**src/rtl/regfile_sequencer_if.sv**
```systemverilog
// Bundle between the sequencer and its neighbours: the instruction handshake,
// the register file port, the OUT result handshake and the status outputs.
interface regfile_sequencer_if;
  logic       instr_valid;
  logic       instr_ready;
  logic [7:0] instr;
  logic [7:0] imm;
  logic       reg_en;
  logic       reg_rw;
  logic [1:0] reg_sel;
  logic [7:0] reg_wdata;
  logic [7:0] reg_rdata;
  logic       out_valid;
  logic       out_ready;
  logic [7:0] out_data;
  logic       flag_z;
  logic       flag_c;
  logic       err;

  modport master (
    output instr_valid, instr, imm, reg_rdata, out_ready,
    input  instr_ready, reg_en, reg_rw, reg_sel, reg_wdata,
           out_valid, out_data, flag_z, flag_c, err
  );

  modport slave (
    input  instr_valid, instr, imm, reg_rdata, out_ready,
    output instr_ready, reg_en, reg_rw, reg_sel, reg_wdata,
           out_valid, out_data, flag_z, flag_c, err
  );
endinterface

```
**src/rtl/regfile_sequencer.sv**
```systemverilog
// Instruction sequencer for a 4x8 register file: walks each decoded instruction
// through read / execute / write-back phases with an 8-bit add/sub unit.
module regfile_sequencer (
  input  logic               clk,
  input  logic               rst,
  regfile_sequencer_if.slave bus
);
  typedef enum logic [2:0] {
    S_IDLE, S_RD_A, S_RD_B, S_CAP_B, S_EXEC, S_WR, S_OUTP
  } state_t;

  localparam logic [2:0] OP_NOP = 3'd0, OP_LDI = 3'd1, OP_MOV = 3'd2,
                         OP_ADD = 3'd3, OP_SUB = 3'd4, OP_OUT = 3'd5;

  state_t     state_q, state_d;
  logic [6:0] ins_q, ins_d;      // {opcode, rd, rs}; instr[4] is dropped
  logic [7:0] imm_q, imm_d;
  logic [7:0] opa_q, opa_d;
  logic [7:0] opb_q, opb_d;
  logic [7:0] res_q, res_d;
  logic       flag_z_q, flag_z_d;
  logic       flag_c_q, flag_c_d;
  logic       err_q, err_d;

  logic       reg_en, reg_rw;
  logic [1:0] reg_sel;
  logic [7:0] reg_wdata;
  logic       instr_ready;

  logic [2:0] op;
  logic [1:0] rd, rs;
  logic       is_alu;
  logic [8:0] sum9;

  assign op     = ins_q[6:4];
  assign rd     = ins_q[3:2];
  assign rs     = ins_q[1:0];
  assign is_alu = (op == OP_ADD) || (op == OP_SUB);
  assign sum9   = {1'b0, opa_q} + {1'b0, opb_q};

  assign instr_ready = (state_q == S_IDLE) && !rst;

  always_comb begin
    state_d   = state_q;
    ins_d     = ins_q;
    imm_d     = imm_q;
    opa_d     = opa_q;
    opb_d     = opb_q;
    res_d     = res_q;
    flag_z_d  = flag_z_q;
    flag_c_d  = flag_c_q;
    err_d     = 1'b0;
    reg_en    = 1'b0;
    reg_rw    = 1'b0;
    reg_sel   = 2'd0;
    reg_wdata = 8'd0;
    case (state_q)
      S_IDLE: begin
        if (bus.instr_valid && instr_ready) begin
          ins_d = {bus.instr[7:5], bus.instr[3:0]};
          imm_d = bus.imm;
          case (bus.instr[7:5])
            OP_NOP:                         state_d = S_IDLE;
            OP_LDI:                         state_d = S_WR;
            OP_MOV, OP_ADD, OP_SUB, OP_OUT: state_d = S_RD_A;
            default:                        err_d   = 1'b1;
          endcase
        end
      end
      S_RD_A: begin
        reg_en  = 1'b1;
        reg_rw  = 1'b1;
        reg_sel = is_alu ? rd : rs;
        state_d = is_alu ? S_RD_B : S_CAP_B;
      end
      S_RD_B: begin
        reg_en  = 1'b1;
        reg_rw  = 1'b1;
        reg_sel = rs;
        opa_d   = bus.reg_rdata;
        state_d = S_CAP_B;
      end
      S_CAP_B: begin
        // Read data here answers the request made in the previous cycle.
        if (is_alu) begin
          opb_d   = bus.reg_rdata;
          state_d = S_EXEC;
        end else begin
          opa_d   = bus.reg_rdata;
          state_d = (op == OP_MOV) ? S_WR : S_OUTP;
        end
      end
      S_EXEC: begin
        res_d   = (op == OP_SUB) ? (opa_q - opb_q) : sum9[7:0];
        state_d = S_WR;
      end
      S_WR: begin
        reg_en  = 1'b1;
        reg_rw  = 1'b0;
        reg_sel = rd;
        case (op)
          OP_LDI:  reg_wdata = imm_q;
          OP_MOV:  reg_wdata = opa_q;
          default: reg_wdata = res_q;
        endcase
        if (is_alu) begin
          flag_z_d = (res_q == 8'd0);
          flag_c_d = (op == OP_SUB) ? (opa_q < opb_q) : sum9[8];
        end
        state_d = S_IDLE;
      end
      S_OUTP: begin
        if (bus.out_ready) state_d = S_IDLE;
      end
      default: state_d = S_IDLE;
    endcase
  end

  always_ff @(posedge clk or posedge rst) begin
    if (rst) begin
      state_q  <= S_IDLE;
      ins_q    <= 7'd0;
      imm_q    <= 8'd0;
      opa_q    <= 8'd0;
      opb_q    <= 8'd0;
      res_q    <= 8'd0;
      flag_z_q <= 1'b0;
      flag_c_q <= 1'b0;
      err_q    <= 1'b0;
    end else begin
      state_q  <= state_d;
      ins_q    <= ins_d;
      imm_q    <= imm_d;
      opa_q    <= opa_d;
      opb_q    <= opb_d;
      res_q    <= res_d;
      flag_z_q <= flag_z_d;
      flag_c_q <= flag_c_d;
      err_q    <= err_d;
    end
  end

  assign bus.instr_ready = instr_ready;
  assign bus.reg_en      = reg_en;
  assign bus.reg_rw      = reg_rw;
  assign bus.reg_sel     = reg_sel;
  assign bus.reg_wdata   = reg_wdata;
  assign bus.out_valid   = (state_q == S_OUTP);
  assign bus.out_data    = opa_q;
  assign bus.flag_z      = flag_z_q;
  assign bus.flag_c      = flag_c_q;
  assign bus.err         = err_q;
endmodule

```
**src/flat_wrapper.sv**
```systemverilog
// flat-port wrapper written by rule: the top's interface ports become plain ports
module regfile_sequencer_flat 
  (clk, rst, bus_instr_valid, bus_instr, bus_imm, bus_reg_rdata, bus_out_ready, bus_instr_ready, bus_reg_en, bus_reg_rw, bus_reg_sel, bus_reg_wdata, bus_out_valid, bus_out_data, bus_flag_z, bus_flag_c, bus_err);
  regfile_sequencer_if bus_i ();
  input  logic clk;
  input  logic rst;
  input wire logic [$bits(bus_i.instr_valid)-1:0] bus_instr_valid;
  input wire logic [$bits(bus_i.instr)-1:0] bus_instr;
  input wire logic [$bits(bus_i.imm)-1:0] bus_imm;
  input wire logic [$bits(bus_i.reg_rdata)-1:0] bus_reg_rdata;
  input wire logic [$bits(bus_i.out_ready)-1:0] bus_out_ready;
  output wire logic [$bits(bus_i.instr_ready)-1:0] bus_instr_ready;
  output wire logic [$bits(bus_i.reg_en)-1:0] bus_reg_en;
  output wire logic [$bits(bus_i.reg_rw)-1:0] bus_reg_rw;
  output wire logic [$bits(bus_i.reg_sel)-1:0] bus_reg_sel;
  output wire logic [$bits(bus_i.reg_wdata)-1:0] bus_reg_wdata;
  output wire logic [$bits(bus_i.out_valid)-1:0] bus_out_valid;
  output wire logic [$bits(bus_i.out_data)-1:0] bus_out_data;
  output wire logic [$bits(bus_i.flag_z)-1:0] bus_flag_z;
  output wire logic [$bits(bus_i.flag_c)-1:0] bus_flag_c;
  output wire logic [$bits(bus_i.err)-1:0] bus_err;
  assign bus_i.instr_valid = bus_instr_valid;
  assign bus_i.instr = bus_instr;
  assign bus_i.imm = bus_imm;
  assign bus_i.reg_rdata = bus_reg_rdata;
  assign bus_i.out_ready = bus_out_ready;
  assign bus_instr_ready = bus_i.instr_ready;
  assign bus_reg_en = bus_i.reg_en;
  assign bus_reg_rw = bus_i.reg_rw;
  assign bus_reg_sel = bus_i.reg_sel;
  assign bus_reg_wdata = bus_i.reg_wdata;
  assign bus_out_valid = bus_i.out_valid;
  assign bus_out_data = bus_i.out_data;
  assign bus_flag_z = bus_i.flag_z;
  assign bus_flag_c = bus_i.flag_c;
  assign bus_err = bus_i.err;
  regfile_sequencer u_core (.clk(clk), .rst(rst), .bus(bus_i));
endmodule
```
**config.mk**
```make
export PLATFORM = sky130hd
export DESIGN_NAME = regfile_sequencer_flat
export DESIGN_NICKNAME = d
export VERILOG_FILES = /design/src/rtl/regfile_sequencer_if.sv /design/src/rtl/regfile_sequencer.sv /design/src/flat_wrapper.sv
export SDC_FILE = /design/constraint.sdc
export NUM_CORES = 1
export LEC_CHECK = 0
export BUFFER_PORTS_ARGS = -buffer_cell sky130_fd_sc_hd__buf_4
export CAP_MARGIN = 20
export CORE_ASPECT_RATIO = 0.9
export CORE_MARGIN = 5
export CORE_UTILIZATION = 56
export DETAILED_ROUTE_END_ITERATION = 16
export HOLD_SLACK_MARGIN = 0.06
export PLACE_DENSITY_LB_ADDON = 0.3
export SYNTH_ARGS = -nofsm -noshare
export SYNTH_HDL_FRONTEND = slang
export SYNTH_SLANG_ARGS = --single-unit
export TNS_END_PERCENT = 20
```
**constraint.sdc**
```tcl
create_clock -name clk -period 2.51 [get_ports clk]
set_input_delay 0.3765 -clock clk [delete_from_list [all_inputs] [get_ports clk]]
set_output_delay 0.3765 -clock clk [all_outputs]
set_load 0.01 [all_outputs]
```
==> results of run 1 <==
cell usage in the layout, fill, tap and decap left out, types with 8 or more instances in the layout:
cell	netlist	final
ha_1	16	16
dfrtp_1	45	45
a22oi_1	8	8
mux2_2	32	32
inv_1	19	18
nand2_1	30	30
buf_4	1	59
a21oi_1	23	23
nor2_1	11	11
o21ai_0	12	12
stage by stage:
step / power (mW) / cell area (sq um) / util [%] / std cells / worst slack, ns
floorplan: 3.35 / 2790 / - / 280 / 0.405
global placement: 4.06 / 3250 / 67.3 / 393 / 0.249
detailed placement: 4.14 / 3250 / 67.3 / 393 / 0.197
CTS: 4.60 / 3350 / 69.3 / 402 / 0.128
global route: 5.02 / 3350 / 69.3 / 402 / 0.00116
finish: 4.61 / 3350 / 69.3 / 402 / 0.111
worst paths after layout:
kind / from / end / slack, ns
worst max-delay path: u_core.ins_q[6] / bus_reg_sel[1] / 0.11
worst min-delay path: bus_out_ready / u_core.state_q[1] / 0.26
worst max register to register: u_core.opb_q[1] / u_core.res_q[7] / 0.16
worst min register to register: u_core.bus.flag_z / u_core.bus.flag_z / 0.49
max in group asynchronous: rst / u_core.opb_q[6] / 1.45
min in group asynchronous: rst / u_core.state_q[2] / 0.53
logic make-up (layout without fill, tap and decap cells):
family | Yosys count | count (layout) | synth area share [%]
buf+inv | 30 | 87 | 4.63
mux | 34 | 34 | 13.7
simple gates | 78 | 78 | 14.7
xor+xnor | 2 | 2 | 0.629
fa+ha+maj | 18 | 18 | 8.63
flops | 45 | 45 | 40.4
compound gates | 73 | 73 | 17.3
report_power, final:
group / internal [mW] / switching, mW / total [mW] / leakage (nW)
Sequential: 1.08 / 0.422 / 1.50 / 0.545
Clock: 0.196 / 0.247 / 0.443 / 0.0374
Combinational: 1.27 / 1.39 / 2.67 / 0.989
critical path, stage by stage (launching register included):
cell	delay, ns
dfrtp_1	0.49
or3b_1	0.55
a31oi_1	0.36
a22o_1	0.20
buf_4	0.12
final cells by class:
cell class              count  area share, %
clock inverters             2          0.448
multi-input cells         205           45.7
inverters                  19           2.13
well taps                  65           2.43
flip-flops and latches     45           33.6
repair buffers             60           13.5
clock buffers               6           2.17
routing by layer:
| metal | GRT usage [%] | routed length (um) |
|---|---|---|
| met5 | 0 | 0 |
| met4 | 5.54 | 60 |
| met3 | 3.97 | 339 |
| met2 | 33.1 | 3060 |
| met1 | 29.7 | 3050 |
sequential cells by signal (all words and copies together), names as in the netlist:
register	count
u_core.bus.err	1
u_core.bus.flag_c	1
u_core.bus.flag_z	1
u_core.bus.out_data	8
u_core.imm_q	8
u_core.ins_q	7
u_core.opb_q	8
u_core.res_q	8
u_core.state_q	3
timing repair:
action / 4_1_cts / 5_1_grt
hold buffers: 1 / 0
resized for setup: 0 / 0
endpoints found under the setup margin: 0 / 0
hold endpoints to repair: 4 / 0
==> flow_summary.ini, run 1 <==
[layout]
multi_input_area_sq_mm = 0.00153
seq_area_sq_mm = 0.00113
fin_nets = 382
drive_gt1_share_pct = 31.5
diodes = 0
syn_to_final_growth_pct = 20.3
nFillCells = 384

[routing]
ant_nets = 0
drc = 0
routed_wl_um = 6510
drt_iter0_drc = 223
dr.pass1.iters = 4
avgRoutedWirePerCell_um = 16.2
via_per_inst = 5.69
via_count = 2286

[placement]
hpwl_um = 5140
io_buffers = 51
gp_congestion = 0.947

[yosys]
synth_top_area_cell = dfrtp_1
yosys-top-cells-count = dfrtp_1 (45), mux2_2 (32), nand2_1 (30), a21oi_1 (23), inv_1 (19)
netlist_area_sq_mm = 0.00279
ys_async_sr_fraction_pct = 100
ys_types = 57
synth.most_common_cell = dfrtp_1
syn_area_per_cell_sq_um = 9.95
synth.area.top_cells = dfrtp_1 (40%), mux2_2 (13%), ha_1 (7.2%), a21oi_1 (4.1%), nand2_1 (4.0%)
synth_cells = 280
synth_top_area_share_pct = 40.4
ys_warn_count = 0
syn_nets = 326
synth_seq_cells = 45
ys_seq_area_share_pct = 40.4
synth_flop_cell = dfrtp_1
synth_edf_count = 0

[global_routing]
grt_use_total_pct = 21.0
grt_pass1_vias = 2231
grt_max_degree = 26
gr-total-overflow = 0
grt_antenna_before_repair = 0
grt_first_pass_wirelength_um = 11000

[floorplan]
initial_core_util_pct = 57.6
rows = 24
dieHeight_um = 76.9
die_width_um = 84.3
ios = 53
die_area_sq_mm = 0.00649
core_sq_mm = 0.00483

[timing]
setup_violations = 0
worst_slew_pin_slew_ns = 0.608
hold_viol_final = 0
skew_ns = 0.00312
fin_hold_ws_ns = 0.259
relSlewSlack_pct = 58.4
fin_crit_sh_pct = 95.6
layout_min_cycle_time_ns = 2.40
clock.fmax_ghz = 0.417
fin_setup_tns_ns = 0
slew_viol_final = 0
grt_setup_unrepaired = false

[clock_tree]
clock_latency_ns = 0.30
htree_num_levels = 2
cts_setup_buffers = 0
cts_buffers = 5
cts_root_buf = clkbuf_8
tritoncts = yes
cts.clk_slew.worst_paths_ns = 0.08
cts.sinks = 45
clock_path_buffers = 2

[critical_path]
cp_max_fo = 8
required_ns = 2.13
worst-setup-path-type = flop to output port
crit_path_end_kind = output port
worstPathArrival_ns = 2.02
crit_path_start_kind = flop
rr_worst_depth = 7

[status]
status = complete, no violations

[pwr]
powerDensity_mw_per_mm2 = 1380
p_leak_nw = 1.57
ir_worst_vdd_mv = 0.644

[hold_path]
holdPathStages = 2
min_path_type = primary input to flop

[run]
maxCapViolCount = 0
Power figures use the tool's default switching activity.
==> run 2: changes to the inputs <==
--- a/config.mk
+++ b/config.mk
@@ -9,7 +9,7 @@
 export CAP_MARGIN = 20
 export CORE_ASPECT_RATIO = 0.9
 export CORE_MARGIN = 5
-export CORE_UTILIZATION = 56
+export CORE_UTILIZATION = 60
 export DETAILED_ROUTE_END_ITERATION = 16
 export HOLD_SLACK_MARGIN = 0.06
 export PLACE_DENSITY_LB_ADDON = 0.3
==> constraint.sdc (replaced) <==
create_clock -name clk -period 3 [get_ports clk]
set_input_delay 0.45 -clock clk [delete_from_list [all_inputs] [get_ports clk]]
set_output_delay 0.45 -clock clk [all_outputs]
set_load 0.01 [all_outputs]
==> run 2 against run 1 <==
  * Cell area fell by 0.90%
  * Combinational power decreased by 16%
  * Sequential power decreased by 15%
  * Clock-buffer cell count down 1
  * Hold slack worse by 0.10 ns
  * First-iteration DRC count up 4.9%
  * Routed wire length increased by 6.1%
  * Critical path type unchanged
  * Highest routed layer unchanged
==> flow_summary.ini, run 2 (synthesized netlist as in run 1, its figures left out) <==
[clock_tree]
cts_buffers = 5
clock_path_buffers = 2
cts.sinks = 45
cts_root_buf = clkbuf_8
cts.clk_slew.worst_paths_ns = 0.10
tritoncts = yes
cts_setup_buffers = 0
cts-resized-gates = 0
clock_latency_ns = 0.31
htree_num_levels = 2
holdBufCountCts = 0

[timing]
fin_setup_tns_ns = 0
worst_slew_pin_slew_ns = 0.677
grt_setup_unrepaired = false
hold_viol_final = 0
fin_crit_sh_pct = 87.4
skew_ns = 0.0121
layout_min_cycle_time_ns = 2.62
setup_violations = 0
clock.fmax_ghz = 0.381
slew_viol_final = 0
relSlewSlack_pct = 54.6

[routing]
drc = 0
via_count = 2329
dr.pass1.iters = 4
drt_iter0_drc = 234
via_per_inst = 5.94
routed_wl_um = 6900
avgRoutedWirePerCell_um = 17.6
ant_nets = 0

[floorplan]
ios = 53
dieHeight_um = 74.6
rows = 23
core_sq_mm = 0.00446
die_area_sq_mm = 0.00611
initial_core_util_pct = 62.4
die_width_um = 81.8

[layout]
final_common_cell = buf_4
stdcell_count = 392
fin_nets = 375
syn_to_final_growth_pct = 19.2
drive_gt1_share_pct = 30.6
diodes = 0
final_util_pct = 74.4
layout_common_cells = buf_4 (53), dfrtp_1 (45), mux2_2 (32)

[critical_path]
crit_path_start_kind = flop
slowest_delay_ns = 0.56
crit_path_end_kind = output port
worst_path_max_delay_cell = or3b_1
cp_max_fo = 8
crit_chain = or3b_1, a31oi_1, a22o_1, buf_4
worst-setup-path-type = flop to output port
required_ns = 2.55
worstPathArrival_ns = 2.17

[status]
status = complete, no violations

[placement]
io_buffers = 51
hpwl_um = 5300
gp_congestion = 0.929
dp_cells = 384

[run]
maxCapViolCount = 0

[global_routing]
grt_max_degree = 29
grt_antenna_before_repair = 0
gr-total-overflow = 0
grt_pass1_vias = 2231
grt_use_total_pct = 24.0
grt_first_pass_wirelength_um = 11000

[pwr]
ir_worst_vdd_mv = 0.922
p_leak_nw = 1.56
powerDensity_mw_per_mm2 = 1200

[hold_path]
min_path_type = primary input to asynchronous set/reset pin
[run 2: cell count changes in the layout (fill, tap and decap cells not counted)]
cell | before | now
bufinv_16 | 0 | 1
dlygate4sd3_1 | 1 | 0
clkbuf_1 | 1 | 0
buf_4 | 59 | 53
inv_6 | 0 | 2
clkinvlp_4 | 2 | 0
[run 2: metal layers]
| layer | global-route usage (%) | vias up | part of all wire [%] |
|---|---|---|---|
| met3 | 4.78 | 9 | 6.4 |
| li1 | - | 1108 | - |
| met2 | 37.9 | 95 | 48 |
| met1 | 34.1 | 1117 | 44 |
| met5 | 0 | - | 0 |
| met4 | 6.09 | 0 | 1.2 |
[run 2: stage by stage]
stage | instance area, sq um | total power [mW] | hold slack, ns | worst slack [ns]
after floorplan | 2790 | 2.80 | 0.472 | 0.895
after global placement | 3200 | 3.36 | 0.465 | 0.708
after detailed placement | 3200 | 3.46 | 0.487 | 0.647
after CTS | 3320 | 3.96 | 0.171 | 0.433
after global routing | 3320 | 4.27 | 0.210 | 0.315
final | 3320 | 3.97 | 0.159 | 0.379
[run 2: power breakdown]
part,switching (mW),total (mW),internal (mW)
sequential,0.369,1.27,0.900
clock,0.225,0.479,0.254
combinational,1.19,2.23,1.04
total,1.78,3.97,2.19
[run 2: cell type report]
cell class | instances | area (sq um)
clock buffer | 5 | 68.8
clock inverter | 3 | 47.5
fill | 312 | 1140
inverter | 19 | 71.3
multi-input combinational | 205 | 1530
sequential | 45 | 1130
tap | 62 | 77.6
timing repair buffer | 53 | 398
[run 2: final timing paths]
path | slack (ns) | cells after the start | to | from
min in group clk | 0.32 | 2 | u_core.state_q[1] | bus_out_ready
min reg2reg | 0.50 | 2 | u_core.bus.flag_z | u_core.bus.flag_z
max | 0.38 | 4 | bus_reg_sel[0] | u_core.ins_q[6]
max reg2reg | 0.63 | 6 | u_core.res_q[7] | u_core.bus.out_data[1]
min | 0.16 | 2 | u_core.state_q[2] | rst
max in group asynchronous | 2.09 | 3 | u_core.bus.out_data[2] | rst
[run 2: critical path, delay by kind of cell, from the launching register on]
kind | cells | cell delay (ns)
compound gates | 2 | 0.68
simple gates | 1 | 0.56
flops | 1 | 0.51
buf+inv | 1 | 0.12
